`src/rtl/otter_exec_ctrl.sv`:
```
// Multi-cycle control unit for the OTTER RV32I core.
// Sequences INIT/FETCH/EXEC/WRITEBACK/INTERRUPT and decodes IR into datapath controls.
module otter_exec_ctrl #(
    parameter int RESET_PC_HOLD = 1
) (
    input  logic        CLK,
    input  logic        RST_N,
    input  logic [31:0] IR,
    input  logic        BR_EQ,
    input  logic        BR_LT,
    input  logic        BR_LTU,
    input  logic        INTR,
    input  logic        MIE,
    output logic [3:0]  ALU_FUN,
    output logic        ALU_SRCA,
    output logic [1:0]  ALU_SRCB,
    output logic [1:0]  RF_WR_SEL,
    output logic [2:0]  PC_SOURCE,
    output logic        PC_WRITE,
    output logic        REG_WRITE,
    output logic        MEM_RDEN1,
    output logic        MEM_RDEN2,
    output logic        MEM_WE2,
    output logic        INT_TAKEN,
    output logic        ILLEGAL
);

    typedef enum logic [2:0] {
        ST_INIT,
        ST_FETCH,
        ST_EXEC,
        ST_WB,
        ST_INTR
    } state_t;

    localparam logic [6:0] OP_RTYPE  = 7'b0110011;
    localparam logic [6:0] OP_IMM    = 7'b0010011;
    localparam logic [6:0] OP_LUI    = 7'b0110111;
    localparam logic [6:0] OP_AUIPC  = 7'b0010111;
    localparam logic [6:0] OP_JAL    = 7'b1101111;
    localparam logic [6:0] OP_JALR   = 7'b1100111;
    localparam logic [6:0] OP_BRANCH = 7'b1100011;
    localparam logic [6:0] OP_STORE  = 7'b0100011;
    localparam logic [6:0] OP_LOAD   = 7'b0000011;

    localparam logic [2:0] HOLD_LAST = 3'(RESET_PC_HOLD - 1);

    state_t     state_q, state_d;
    logic [2:0] hold_q, hold_d;

    logic [6:0] opcode;
    logic [2:0] funct3;
    logic       irq;
    logic       br_taken;
    logic       is_r, is_imm, is_lui, is_auipc, is_jal;
    logic       is_jalr, is_br, is_st, is_ld;
    logic       unused_ir;

    assign opcode    = IR[6:0];
    assign funct3    = IR[14:12];
    assign irq       = INTR & MIE;
    assign unused_ir = ^{IR[31], IR[29:15], IR[11:7]};

    assign is_r     = (opcode == OP_RTYPE);
    assign is_imm   = (opcode == OP_IMM);
    assign is_lui   = (opcode == OP_LUI);
    assign is_auipc = (opcode == OP_AUIPC);
    assign is_jal   = (opcode == OP_JAL);
    assign is_jalr  = (opcode == OP_JALR);
    assign is_br    = (opcode == OP_BRANCH);
    assign is_st    = (opcode == OP_STORE);
    assign is_ld    = (opcode == OP_LOAD);

    // 010/011 are not branch encodings and fall through to not-taken.
    always_comb begin
        br_taken = 1'b0;
        case (funct3)
            3'b000:  br_taken = BR_EQ;
            3'b001:  br_taken = ~BR_EQ;
            3'b100:  br_taken = BR_LT;
            3'b101:  br_taken = ~BR_LT;
            3'b110:  br_taken = BR_LTU;
            3'b111:  br_taken = ~BR_LTU;
            default: br_taken = 1'b0;
        endcase
    end

    always_ff @(posedge CLK or negedge RST_N) begin
        if (!RST_N) begin
            state_q <= ST_INIT;
            hold_q  <= 3'd0;
        end else begin
            state_q <= state_d;
            hold_q  <= hold_d;
        end
    end

    always_comb begin
        state_d   = state_q;
        hold_d    = hold_q;
        ALU_FUN   = 4'b0000;
        ALU_SRCA  = 1'b0;
        ALU_SRCB  = 2'd0;
        RF_WR_SEL = 2'd0;
        PC_SOURCE = 3'd0;
        PC_WRITE  = 1'b0;
        REG_WRITE = 1'b0;
        MEM_RDEN1 = 1'b0;
        MEM_RDEN2 = 1'b0;
        MEM_WE2   = 1'b0;
        INT_TAKEN = 1'b0;
        ILLEGAL   = 1'b0;

        case (state_q)
            ST_INIT: begin
                if (hold_q == HOLD_LAST) begin
                    state_d = ST_FETCH;
                    hold_d  = 3'd0;
                end else begin
                    hold_d  = hold_q + 3'd1;
                end
            end

            ST_FETCH: begin
                MEM_RDEN1 = 1'b1;
                state_d   = ST_EXEC;
            end

            ST_EXEC: begin
                state_d  = irq ? ST_INTR : ST_FETCH;
                PC_WRITE = 1'b1;
                unique case (1'b1)
                    is_r: begin
                        ALU_FUN   = {IR[30], funct3};
                        RF_WR_SEL = 2'd3;
                        REG_WRITE = 1'b1;
                    end
                    is_imm: begin
                        // Only the shift-right encoding uses IR[30] as ALU_FUN[3].
                        ALU_FUN   = {(funct3 == 3'b101) ? IR[30] : 1'b0, funct3};
                        ALU_SRCB  = 2'd1;
                        RF_WR_SEL = 2'd3;
                        REG_WRITE = 1'b1;
                    end
                    is_lui: begin
                        ALU_FUN   = 4'b1001;
                        ALU_SRCA  = 1'b1;
                        RF_WR_SEL = 2'd3;
                        REG_WRITE = 1'b1;
                    end
                    is_auipc: begin
                        ALU_SRCA  = 1'b1;
                        ALU_SRCB  = 2'd3;
                        RF_WR_SEL = 2'd3;
                        REG_WRITE = 1'b1;
                    end
                    is_jal: begin
                        REG_WRITE = 1'b1;
                        PC_SOURCE = 3'd3;
                    end
                    is_jalr: begin
                        REG_WRITE = 1'b1;
                        PC_SOURCE = 3'd1;
                    end
                    is_br: begin
                        PC_SOURCE = br_taken ? 3'd2 : 3'd0;
                    end
                    is_st: begin
                        ALU_SRCB = 2'd2;
                        MEM_WE2  = 1'b1;
                    end
                    is_ld: begin
                        ALU_SRCB  = 2'd1;
                        MEM_RDEN2 = 1'b1;
                        PC_WRITE  = 1'b0;
                        state_d   = ST_WB;
                    end
                    default: begin
                        ILLEGAL = 1'b1;
                    end
                endcase
            end

            ST_WB: begin
                // Keep the load address on the bus while data returns.
                ALU_SRCB  = 2'd1;
                RF_WR_SEL = 2'd2;
                REG_WRITE = 1'b1;
                PC_WRITE  = 1'b1;
                state_d   = irq ? ST_INTR : ST_FETCH;
            end

            ST_INTR: begin
                PC_WRITE  = 1'b1;
                PC_SOURCE = 3'd4;
                INT_TAKEN = 1'b1;
                state_d   = ST_FETCH;
            end

            default: begin
                state_d = ST_INIT;
                hold_d  = 3'd0;
            end
        endcase
    end

endmodule

```
`config.mk`:
```
export PLATFORM = sky130hd
export DESIGN_NAME = otter_exec_ctrl
export DESIGN_NICKNAME = d
export VERILOG_FILES = /design/src/rtl/otter_exec_ctrl.sv
export SDC_FILE = /design/constraint.sdc
export NUM_CORES = 1
export LEC_CHECK = 0
export CORE_AREA = 2 2 48 50
export DETAILED_ROUTE_END_ITERATION = 12
export DIE_AREA = 0 0 50 52
export PLACE_DENSITY = 0.88
export SYNTH_ARGS = -nofsm -noshare
export SYNTH_HDL_FRONTEND = slang
export SYNTH_SLANG_ARGS = --single-unit
```
`constraint.sdc`:
```
create_clock -name CLK -period 2.19 [get_ports CLK]
set_clock_uncertainty 0.1 [all_clocks]
set_input_delay 0.3285 -clock CLK [delete_from_list [all_inputs] [get_ports CLK]]
set_output_delay 0.3285 -clock CLK [all_outputs]
set_load 0.02 [all_outputs]
```
==> results.toml <==
[setup_path]
required_ns = 1.76
cp-end-kind = "primary output"
worst_r2r_path_depth = 5
r2r_setup_slack_ns = 0.58
cp_slowest_cell = "clkdlybuf4s50_1"
path_max_fanout = 3
crit_buf_inv = 2
cp_top_family = "buffers and inverters"
cp_cell_sequence = "clkdlybuf4s50_1, and4bb_2, a2111oi_1, buf_2"
worstSetupPathType = "input port to primary output"
rr_startpoint = "state_q[0]"
start_kind = "input port"
slowest_delay_ns = 0.50
crit_arrival_ns = 1.80
timing.rr.end = "state_q[0]"

[global_routing]
grt_pass1_vias = 883
track_usage_pct = 19.1
grt_max_degree = 8
antenna_found_initial = 0
grt_pass1_wl_um = 3730
grt_overflow = 0

[clock_tree]
clk_pin_slew_ns = 0.05
cts_buffers = 3
cts_sinks = 6
hold_buffers = 0
clock_latency_ns = 0.26
htree_levels = 1
cts_tree = "built"
ctsLongestPathBuffers = 2
root_buffer = "clkbuf_4"

[placement]
dp_hpwl_um = 1810
globalplace.congestion = 0.847
place.port_buffers = 36
placed_cells = 172

[sta]
drv_slew = 0
fin_crit_ns = 2.23
holdWs_ns = 0.222
rsz0062_at_grt = "true"
fin_crit_sh_pct = 102
worst_slack_ns = -0.0359
worst_pin_slew_ns = 0.385
relSlewSlack_pct = 73.6
finalSetupViolCount = 1
final_hold_viol_count = 0
fmax_mhz = 449

[logic_synthesis]
async_flop_share_pct = 100
synth-seq-cells = 6
synth-edff-count = 0
synth_warnings = 0
synth_area_um2 = 644
yosysUniqueCellTypes = 30
ys.flop_type = "dfrtp_1"
synth_commonest_cells = "nor2_1 (12), inv_1 (10), a21oi_1 (9), nand2_1 (9)"
synth_top_cell_by_area = "dfrtp_1"
synth-seq-area-share_pct = 23.3
syn_inst = 91
synth.most_common_cell = "nor2_1"
synthTopCellsByArea = "dfrtp_1 (23%), a21oi_1 (7.0%), nor2_1 (7.0%)"
synth_top_area_share_pct = 23.3
syn_nets = 132
avgSynthCellArea_um2 = 7.08

[die]
dieArea_um2 = 2600
core_um2 = 2110
die_y_um = 52
die_w_um = 50
io_pins = 58
start_util_pct = 30.6
fp-row-count = 17

[run]
drv_cap = 0

[pwr]
p_per_area_nw_per_um2 = 642
leakage_uw = 0.000602
vdd.ir_drop.worst_uv = 605

[cells_and_area]
nNetsFinal = 190
ff_latch_area_um2 = 150
fin_util_pct = 55.1
antenna_cells = 0
drive_gt1_share_pct = 34.7
fillers = 196
area_growth_pct = 80.0
finalNonFillerCells = 175
multi_input_area_um2 = 465

[routing]
detail_route.wl_per_cell_um = 13.5
dr.pass1.iters = 4
num_vias = 871
vias_per_cell = 4.98
drc = 0
ant_nets = 0
drt_iter0_drc = 16
drt-total-wl_um = 2360

[run_status]
outcome = "finished, violations left"
violations = "negative setup slack"

[min_path]
hold_path_class = "input port to asynchronous set/reset pin"
[cell type report]
| type | count | share of cell area (%) |
|---|---|---|
| inverter | 10 | 3.24 |
| multi-input combinational | 72 | 40.1 |
| clock buffer | 3 | 1.94 |
| timing repair buffer | 56 | 38.7 |
| sequential | 6 | 12.9 |
| tap | 28 | 3.02 |
[state kept, by name (all words and copies together) (netlist names)]
name,count
hold_q,3
state_q,3
[stage by stage]
stage	area, um2	worst slack, ns	setup TNS, ns	power, uW
after floorplan	644	0.0153	0	402
after global placement	1170	-0.419	-4.81	643
after detailed placement	1170	-0.495	-5.48	654
after CTS	1160	-0.0175	-0.0175	741
after global routing	1160	-0.0528	-0.0528	789
final	1160	-0.0359	-0.0359	744
[where the power goes]
group | internal [uW] | switching (uW)
sequential | 131 | 20.2
combinational | 230 | 250
clock | 62.7 | 50.1
[how the worst max path moves through the flow]
stage / from / slack [ns] / endpoint / cells past startpoint
after global routing: IR[3] / -0.05 / ILLEGAL / 4
after detailed placement: IR[3] / -0.50 / PC_SOURCE[1] / 6
final: IR[3] / -0.04 / ILLEGAL / 4
after CTS: IR[6] / -0.02 / ILLEGAL / 4
after global placement: IR[3] / -0.42 / PC_SOURCE[1] / 6
after floorplan: state_q[2] / 0.02 / ILLEGAL / 4
[layer usage]
layer / wire, um / global-route usage, % / share of wire (%) / up-vias
li1: - / - / - / 431
met1: 952 / 18.6 / 40 / 387
met2: 1170 / 36.8 / 50 / 47
met3: 180 / 2.59 / 7.6 / 6
met4: 57 / 13.0 / 2.4 / 0
met5: 0 / 0 / 0 / -
[placed cells by master (no fill, tap or decap), types with 2 or more instances in the layout]
cell,instances
buf_2,7
dlymetal6s2s_1,5
inv_1,10
a21oi_2,3
nand3b_1,2
nand3_1,5
xnor2_1,3
nor2_1,11
nor3b_1,2
buf_4,23
clkbuf_4,3
clkbuf_2,6
dfrtp_1,6
nand2_1,9
ha_1,2
nor3_1,5
nand2b_1,3
clkdlybuf4s50_1,14
a21oi_1,6
o31ai_1,2
[cell families (layout without fill, tap and decap cells)]
family / count (synthesis) / count (layout) / synth area share [%]
AND/OR/NAND/NOR: 46 / 46 / 37.9
AO/OA/AOI/OAI: 20 / 20 / 20.4
buffers and inverters: 13 / 69 / 9.13
flip-flops: 6 / 6 / 23.3
XOR/XNOR: 4 / 4 / 5.44
adder cells (fa/ha/maj): 2 / 2 / 3.88
[repair_timing]
item / in CTS / in global routing
setup endpoints to repair: 17 / 14
buffers inserted: 0 / 0
endpoints found under the hold margin: 0 / 0
cloned: 0 / 0
gates resized for setup: 54 / 24
pin swaps: 0 / 4
(Power assumes the default switching activity.)
